File: src/rtl/seq_divider.sv
// ============================================================================
// seq_divider
// ----------------------------------------------------------------------------
// Iterative restoring divider. It computes one quotient bit per clock and
// sits beside the 64x64->128 multiplier under the ALU. The ALU control FSM
// pulses start and then waits for done.
//
// Timing (start sampled at edge 0):
//   - normal divide : busy in cycles 1..WIDTH, done pulse in cycle WIDTH+1
//   - divide by zero: done pulse in cycle 1, busy never asserted
//
// Ports:
//   clk         in   system clock, rising edge
//   rst         in   asynchronous active-high reset
//   start       in   request, sampled only in IDLE
//   dividend    in   [WIDTH] numerator, captured on accepted start
//   divisor     in   [WIDTH] denominator, captured on accepted start
//   is_signed   in   two's-complement select, captured on accepted start
//                    (only honoured when SEQ_DIVIDER_SIGNED_EN is defined)
//   busy        out  high while the iteration is running
//   done        out  one-cycle pulse when the results are updated
//   quotient    out  [WIDTH] result quotient, held until the next result
//   remainder   out  [WIDTH] result remainder, held until the next result
//   div_by_zero out  set together with done when the divisor was zero
//
// Optional feature macro: SEQ_DIVIDER_SIGNED_EN
//   Defined     : is_signed=1 selects truncating two's-complement division.
//                 Operands become magnitudes on capture, and signs are
//                 restored when the result is written.
//   Not defined : all division is unsigned and is_signed is ignored.
// ============================================================================
module seq_divider #(
    parameter int WIDTH = 64
) (
    input  logic             clk,
    input  logic             rst,
    input  logic             start,
    input  logic [WIDTH-1:0] dividend,
    input  logic [WIDTH-1:0] divisor,
    input  logic             is_signed,
    output logic             busy,
    output logic             done,
    output logic [WIDTH-1:0] quotient,
    output logic [WIDTH-1:0] remainder,
    output logic             div_by_zero
);

    localparam int CNT_W = $clog2(WIDTH);

    typedef enum logic [1:0] {
        S_IDLE = 2'd0,
        S_RUN  = 2'd1,
        S_FIN  = 2'd2
    } state_t;

    // ------------------------------------------------------------------------
    // Control and result registers
    // ------------------------------------------------------------------------
    state_t           r_state;
    logic [CNT_W-1:0] r_cnt;
    logic             r_busy;
    logic             r_done;
    logic [WIDTH-1:0] r_quotient;
    logic [WIDTH-1:0] r_remainder;
    logic             r_dbz;

    // ------------------------------------------------------------------------
    // Working datapath registers. These are not reset: every use of them is
    // preceded by a load on an accepted start.
    // ------------------------------------------------------------------------
    // The partial remainder always stays below the divisor after the restore
    // step, so WIDTH bits are enough to hold it between iterations. Only the
    // shifted value needs the extra bit.
    logic [WIDTH-1:0] r_rem;
    logic [WIDTH-1:0] r_q;
    logic [WIDTH-1:0] r_div;

    // ------------------------------------------------------------------------
    // Operand conditioning and result fix-up
    // ------------------------------------------------------------------------
    logic [WIDTH-1:0] w_mag_a;
    logic [WIDTH-1:0] w_mag_b;
    logic [WIDTH-1:0] w_q_fix;
    logic [WIDTH-1:0] w_r_fix;

    // One restoring iteration
    logic [WIDTH:0]   w_sh_r;
    logic             w_ge;
    logic [WIDTH-1:0] w_diff;
    logic [WIDTH-1:0] w_r_nx;
    logic [WIDTH-1:0] w_q_nx;

    // Shift the {R,Q} pair left by one. The next dividend bit enters R.
    assign w_sh_r = {r_rem, r_q[WIDTH-1]};

    // The trial subtraction succeeds when the shifted remainder is at least
    // the divisor. The difference is then below the divisor, so its low
    // WIDTH bits are exact.
    assign w_ge   = (w_sh_r >= {1'b0, r_div});
    assign w_diff = w_sh_r[WIDTH-1:0] - r_div;
    assign w_r_nx = w_ge ? w_diff : w_sh_r[WIDTH-1:0];
    assign w_q_nx = {r_q[WIDTH-2:0], w_ge};

`ifdef SEQ_DIVIDER_SIGNED_EN
    function automatic logic [WIDTH-1:0] f_negate(input logic [WIDTH-1:0] v);
        return -v;
    endfunction

    logic w_neg_a;
    logic w_neg_b;
    logic r_neg_q;
    logic r_neg_r;

    assign w_neg_a = is_signed & dividend[WIDTH-1];
    assign w_neg_b = is_signed & divisor[WIDTH-1];

    // The magnitude of MIN is 2^(WIDTH-1). That value is still representable
    // as an unsigned magnitude, so MIN/-1 produces quotient MIN with no
    // special case.
    assign w_mag_a = w_neg_a ? f_negate(dividend) : dividend;
    assign w_mag_b = w_neg_b ? f_negate(divisor)  : divisor;

    // Truncating division: the quotient sign is the XOR of the operand
    // signs, and the remainder takes the sign of the dividend.
    assign w_q_fix = r_neg_q ? f_negate(w_q_nx) : w_q_nx;
    assign w_r_fix = r_neg_r ? f_negate(w_r_nx) : w_r_nx;

    always_ff @(posedge clk) begin
        if (r_state == S_IDLE && start) begin
            r_neg_q <= w_neg_a ^ w_neg_b;
            r_neg_r <= w_neg_a;
        end
    end
`else
    // Unsigned only. is_signed stays on the port list so that the interface
    // is the same in both builds.
    logic w_unused;
    assign w_unused = is_signed;

    assign w_mag_a = dividend;
    assign w_mag_b = divisor;
    assign w_q_fix = w_q_nx;
    assign w_r_fix = w_r_nx;
`endif

    // ------------------------------------------------------------------------
    // Working register load (capture) and iteration
    // ------------------------------------------------------------------------
    always_ff @(posedge clk) begin
        if (r_state == S_IDLE && start) begin
            r_rem <= '0;
            r_q   <= w_mag_a;
            r_div <= w_mag_b;
        end else if (r_state == S_RUN) begin
            r_rem <= w_r_nx;
            r_q   <= w_q_nx;
        end
    end

    // ------------------------------------------------------------------------
    // Control FSM with registered outputs
    // ------------------------------------------------------------------------
    // Results and done are written on the edge that enters FIN, so done is
    // high for exactly the one cycle spent in FIN. A start that arrives
    // during FIN is dropped because starts are only examined in IDLE.
    always_ff @(posedge clk or posedge rst) begin
        if (rst) begin
            r_state     <= S_IDLE;
            r_cnt       <= '0;
            r_busy      <= 1'b0;
            r_done      <= 1'b0;
            r_quotient  <= '0;
            r_remainder <= '0;
            r_dbz       <= 1'b0;
        end else begin
            case (r_state)
                S_IDLE: begin
                    r_done <= 1'b0;
                    if (start) begin
                        if (divisor == '0) begin
                            // Skip the iteration. The remainder is the raw
                            // captured dividend, whatever the sign mode.
                            r_quotient  <= '1;
                            r_remainder <= dividend;
                            r_dbz       <= 1'b1;
                            r_done      <= 1'b1;
                            r_state     <= S_FIN;
                        end else begin
                            r_cnt   <= CNT_W'(WIDTH - 1);
                            r_busy  <= 1'b1;
                            r_state <= S_RUN;
                        end
                    end
                end

                S_RUN: begin
                    if (r_cnt == '0) begin
                        r_busy      <= 1'b0;
                        r_done      <= 1'b1;
                        r_quotient  <= w_q_fix;
                        r_remainder <= w_r_fix;
                        r_dbz       <= 1'b0;
                        r_state     <= S_FIN;
                    end else begin
                        r_cnt <= r_cnt - CNT_W'(1);
                    end
                end

                S_FIN: begin
                    r_done  <= 1'b0;
                    r_state <= S_IDLE;
                end

                default: begin
                    r_busy  <= 1'b0;
                    r_done  <= 1'b0;
                    r_state <= S_IDLE;
                end
            endcase
        end
    end

    assign busy        = r_busy;
    assign done        = r_done;
    assign quotient    = r_quotient;
    assign remainder   = r_remainder;
    assign div_by_zero = r_dbz;

endmodule

File: config.mk
export PLATFORM = sky130hd
export DESIGN_NAME = seq_divider
export DESIGN_NICKNAME = d
export VERILOG_FILES = /design/src/rtl/seq_divider.sv
export SDC_FILE = /design/constraint.sdc
export NUM_CORES = 1
export LEC_CHECK = 0
export CORE_ASPECT_RATIO = 0.8
export CORE_UTILIZATION = 50
export CTS_CLUSTER_DIAMETER = 50
export DETAILED_ROUTE_END_ITERATION = 7
export DONT_BUFFER_PORTS = 1
export PLACE_DENSITY = 0.68
export SLEW_MARGIN = 10
export SYNTH_ARGS = -nofsm -noshare
export SYNTH_HDL_FRONTEND = slang
export SYNTH_SLANG_ARGS = --single-unit
export TNS_END_PERCENT = 50
File: constraint.sdc
create_clock -name clk -period 4.2 [get_ports clk]
set_input_delay 0.84 -clock clk [delete_from_list [all_inputs] [get_ports clk]]
set_output_delay 0.84 -clock clk [all_outputs]
set_load 0.02 [all_outputs]
Word level (Yosys, flattened, before mapping). Cells that the tools add are included.

Output and inout port bits: 131. Word-level logic and storage cells: 61. Register bits: 331.

$lt $le $gt $ge: 1. Add/subtract/negate cells: 2. Multiplexer cells: 30. Eq/ne operators: 7. Reduce and logical (&&, ||, !) cells: 10. Bitwise operators: 1.

Operator list (number): two-way mux 64 bit (9); case mux 64 bit (2 select lines) (2); greater-or-equal comparator 65 x 64 -> 1 bit (1); logical NOT 64 bit (1); subtractor 64 bit (1); two-way mux 6 bit (3); case mux 6 bit (2 select lines) (1); AND reduction 4 bit (3); two-way mux 1 bit (8); logical NOT 6 bit (1); two-way mux 2 bit (3); inequality test 2 bit, second input constant (3); subtractor 6 x 1 -> 6 bit, second input constant (1); inequality test 2 x 1 -> 1 bit, second input constant (2); case mux 1 bit (2 select lines) (2); case mux 2 bit (2 select lines) (1); nonzero test 2 bit (2); case mux 1 bit (3 select lines) (1); equality test 2 x 1 -> 1 bit, second input constant (1); equality test 2 bit, second input constant (1); logical NOT 2 bit (1); AND reduction 2 bit (1); logical AND 1 bit (1); inverter 1 bit (1).

Depth between registers and ports, before layout.
Depth in word-level cells: 4. Gate-level depth with buffers: 15.

Worst setup path before layout. OpenSTA, ideal clock, no wires.

Path type: in2reg. Start point: in start. End point: reg r_q[54] (data pin). Data required time: 3.935 ns. Stages on the path: 4. Path slack: 0.030 ns. Data arrival time: 3.905 ns. Setup time: 0.265 ns. Cell sequence: nor3b_1 -> clkbuf_1 -> clkbuf_1 -> mux2_2.

Longest elaborated chain between the ends: 2.

Ends and longest elaborated chain: start, declared (line 37) `input logic start,`; logical AND 1 bit (line 150) `if (r_state == S_IDLE && start) begin`; two-way mux 64 bit (line 150); end signal, assigned (line 152) `r_q <= w_mag_a;`; end signal, assigned (line 156) `r_q <= w_q_nx;`; end, declared (line 75) `logic [WIDTH-1:0] r_q;`.

Every way passes these cells. A chain may end at the register's enable or synchronous reset.

Worst setup path in the final report.
Start point: reg r_div[4]. End point: reg r_remainder[63] (netlist: remainder[63]).

Longest elaborated chain between the ends: 4. Elaborated cells on any way between the ends: 5.

Ends and longest elaborated chain: start, declared (line 76) `logic [WIDTH-1:0] r_div;`; start signal, assigned (line 153) `r_div <= w_mag_b;`; subtractor 64 bit or greater-or-equal comparator 65 x 64 -> 1 bit (tied branches) (line 100, 99); two-way mux 64 bit (*) (line 101) `assign w_r_nx = w_ge ? w_diff : w_sh_r[WIDTH-1:0];`; two-way mux 64 bit (*) (line 197) `if (r_cnt == '0) begin`; case mux 64 bit (2 select lines) (*) (line 176) `case (r_state)`; end signal, assigned (line 184) `r_remainder <= dividend;`; end signal, assigned (line 201) `r_remainder <= w_r_fix;`; end, declared (line 64) `logic [WIDTH-1:0] r_remainder;`.

Mark *: on every way between the ends. The rest lies on a longest branch, timed or not. The select of a mux whose other input is x is not followed.

==> flow_metrics.env <==
export IMPL_ant_nets=0
export IMPL_swShare=0.445
export IMPL_cts_root_buf="clkbuf_16"
export IMPL_ys_warn_count=0
export IMPL_status="completed"
export IMPL_rsz0062_at_grt="false"
export IMPL_areaGrowthSynthToFinish_pct=11.1
export IMPL_cp_start_kind="register"
export IMPL_synth_nets=1963
export IMPL_multi_input_area_sq_mm=0.00793
export IMPL_hold_viol=0
export IMPL_p_leak_nw=7.87
export IMPL_overflow=0
export IMPL_coreArea_sq_mm=0.0338
export IMPL_io_buffers=0
export IMPL_cap_violations=0
export IMPL_clock_path_buffers=3
export IMPL_slew_violations=0
export IMPL_cts_resized=0
export IMPL_nets=1947
export IMPL_synth_ff_latch_count=331
export IMPL_seqCellArea_sq_mm=0.00860
export IMPL_grt_pass1_vias=12700
export IMPL_cp_data_required_time_ns=4.63
export IMPL_post_route_min_period_ns=3.78
export IMPL_grt_usage=0.282
export IMPL_grt_pass1_wl_mm=76.2
export IMPL_max_slew_worst_pin_slew_ns=0.787
export IMPL_syn_area_sq_mm=0.0172
export IMPL_yosys_top_cells_count="200 x nand2_1, 193 x o21ai_0, 142 x a21oi_1"
export IMPL_p_seq_frac=0.386
export IMPL_die_w_microns=210
export IMPL_async_flop_share=0.420
export IMPL_grt_max_degree=127
export IMPL_htree_levels=2
export IMPL_drive_above_1_share=0.109
export IMPL_num_vias=13500
export IMPL_drc=0
export IMPL_yosys_area_top_type="edfxtp_1"
export IMPL_clkTransAtPathRegs_ns=0.06
export IMPL_netlist_area_leader_share=0.223
export IMPL_insertion_delay_ns=0.54
export IMPL_syn_inst=1764
export IMPL_wirelength_mm=50.4
export IMPL_finalSetupViolCount=0
export IMPL_fin_skew_ns=0.0159
export IMPL_synth_flop_cell="dfrtp_1"
export IMPL_p_switching_mw=7.47
export IMPL_total_power_mw=16.8
export IMPL_cp_arrival_ns=4.21
export IMPL_drt_iter0_drc=1468
export IMPL_design_area_sq_mm=0.0192
export IMPL_die_area_sq_mm=0.0352
export IMPL_ios=263
export IMPL_cts_tree="yes"
export IMPL_intPower_mw=9.34
export IMPL_max_freq_ghz=0.265
export IMPL_yosysMostFrequentCell="nand2_1"
export IMPL_synth_edff_count=128
export IMPL_hp_class="input pin to async pin"
export IMPL_fin_setup_tns_ns=0
export IMPL_seq_area_frac_synth=0.499
export IMPL_maxSlewHeadroom=0.475
export IMPL_viasPerCell=6.10
export IMPL_fill_cells=2934
export IMPL_crit_path_end_kind="register"
export IMPL_synth_distinct_cells=71
export IMPL_path_cells="inv_1, ha_1, a21o_1, a31oi_1, a211oi_1, o31ai_1, nand3_1, a21oi_1, o21ai_0, a221oi_1, mux2i_1, nand2_1"
export IMPL_numCtsBuffers=37
export IMPL_cpMaxStageDelayCell="o31ai_1"
export IMPL_start_util=0.510
export IMPL_crit_fanout=5
export IMPL_cts_sinks=331
export IMPL_antenna_found_initial=0
export IMPL_post_cts_setup_buffers=0
export IMPL_synth_area_leaders="edfxtp_1 22%, dfrtp_1 20%, dfxtp_1 7.4%"
export IMPL_gp_congestion=0.962
export IMPL_fin_crit_sh=0.900
export IMPL_comb_power_share=0.423
export IMPL_wl_per_cell_microns=22.8
export IMPL_syn_area_per_cell_sq_um=9.78
export IMPL_power_per_cell_area_mw_per_mm2=878
export IMPL_rows=60
export IMPL_dpl_instance_area_sq_mm=0.0179
export IMPL_hpwl_mm=37.8
export IMPL_whs_ns=0.280
export IMPL_first_pass_iters=5
export IMPL_vdd_ir_drop_max_mv=0.423
export IMPL_critPathKind="register to register"
export IMPL_die_h_microns=168
export IMPL_cpPeakStageDelay_ns=0.63
export IMPL_clockPowerShare=0.191
export IMPL_ctsHoldBuffers=0
## per-stage QoR
stage	setup WS (ns)	cells	util
2_1_floorplan	0.0305	1764	-
3_3_place_gp	0.591	2143	0.531
5_1_grt	0.262	2211	0.567
3_5_place_dp	0.535	2143	0.531
4_1_cts	0.495	2211	0.567
6_report	0.420	2212	0.567
## worst paths after layout
| check | start | end | slack [ns] | cells after the start |
|---|---|---|---|---|
| setup / recovery | r_div[4]$_DFFE_PP_ | remainder[63]$_DFFE_PP0P_ | 0.42 | 12 |
| hold / removal | rst | quotient[17]$_DFFE_PP0P_ | 0.28 | 1 |
| setup reg to reg | r_div[4]$_DFFE_PP_ | remainder[63]$_DFFE_PP0P_ | 0.42 | 12 |
| hold reg to reg | r_rem[51]$_SDFFE_PP0P_ | r_rem[51]$_SDFFE_PP0P_ | 0.48 | 2 |
| max in group asynchronous | rst | quotient[58]$_DFFE_PP0P_ | 2.90 | 2 |
| min in group clk | divisor[42] | r_div[42]$_DFFE_PP_ | 0.39 | 0 |
## cells in the final DEF, fill, tap and decap left out, drive strengths merged, types with 25 or more instances in the layout
master  synthesis  final
nor2          116    116
mux2           64     64
nand2         200    200
ha             66     66
xnor2          30     30
clkbuf         87     52
edfxtp        128    128
a22oi          62     62
nor4           26     26
dfrtp         139    139
mux2i          32     32
dfxtp          64     64
nand4          31     31
xor2           25     25
a21oi         142    142
inv            86     89
o21ai         198    198
o31ai          44     44
buf            21     53
## power by group through the flow
| stage | Sequential (mW) | Clock (mW) | Combinational (mW) |
|---|---|---|---|
| after CTS | 6.46 | 3.26 | 7.03 |
| after global placement | 6.48 | 0 | 6.87 |
| after global routing | 6.61 | 3.39 | 7.85 |
| after detailed placement | 6.52 | 0 | 7.00 |
| final | 6.48 | 3.21 | 7.12 |
| after floorplan | 6.15 | 0 | 4.99 |
## cell type report
type | count | area share
repair buffers | 53 | 0.0286
flip-flops and latches | 331 | 0.449
clock inverters | 16 | 0.00914
diodes | 1 | 0.000131
multi-input cells | 1239 | 0.414
well taps | 434 | 0.0283
inverters | 86 | 0.0170
clock buffers | 52 | 0.0539
## state kept, by name, indices dropped and copies added (netlist names)
signal and flops:
div_by_zero 1, r_cnt 6, remainder 64, busy 1
r_state 2, quotient 64, done 1, r_div 64
r_rem 64, r_q 64
## logic make-up (layout without fill, tap and decap cells)
logic type               after synthesis  after routing  share of synthesized area
other                                  0              1                          0
multiplexers                          96             96                     0.0604
AO/OA/AOI/OAI                        560            560                      0.198
AND/OR/NAND/NOR                      461            461                      0.121
XOR/XNOR                              55             55                     0.0279
buffers and inverters                194            207                     0.0445
flip-flops                           331            331                      0.499
adder cells (fa/ha/maj)               67             67                     0.0490
## routing by layer
layer  vias up  part of all wire  global-route usage
met3        67              0.10              0.0815
met1      6531              0.48               0.431
met5         -                 0                   0
met2       518              0.41               0.390
li1       6381                 -                   -
met4         0             0.019              0.0632
## critical path, delay by kind of cell (launching register included)
family	cells	cell delay, ns
buffers and inverters	1	0.17
multiplexers	1	0.24
flip-flops	1	0.36
AO/OA/AOI/OAI	7	2.28
adder cells (fa/ha/maj)	1	0.33
AND/OR/NAND/NOR	2	0.30
(Power assumes the default switching activity.)
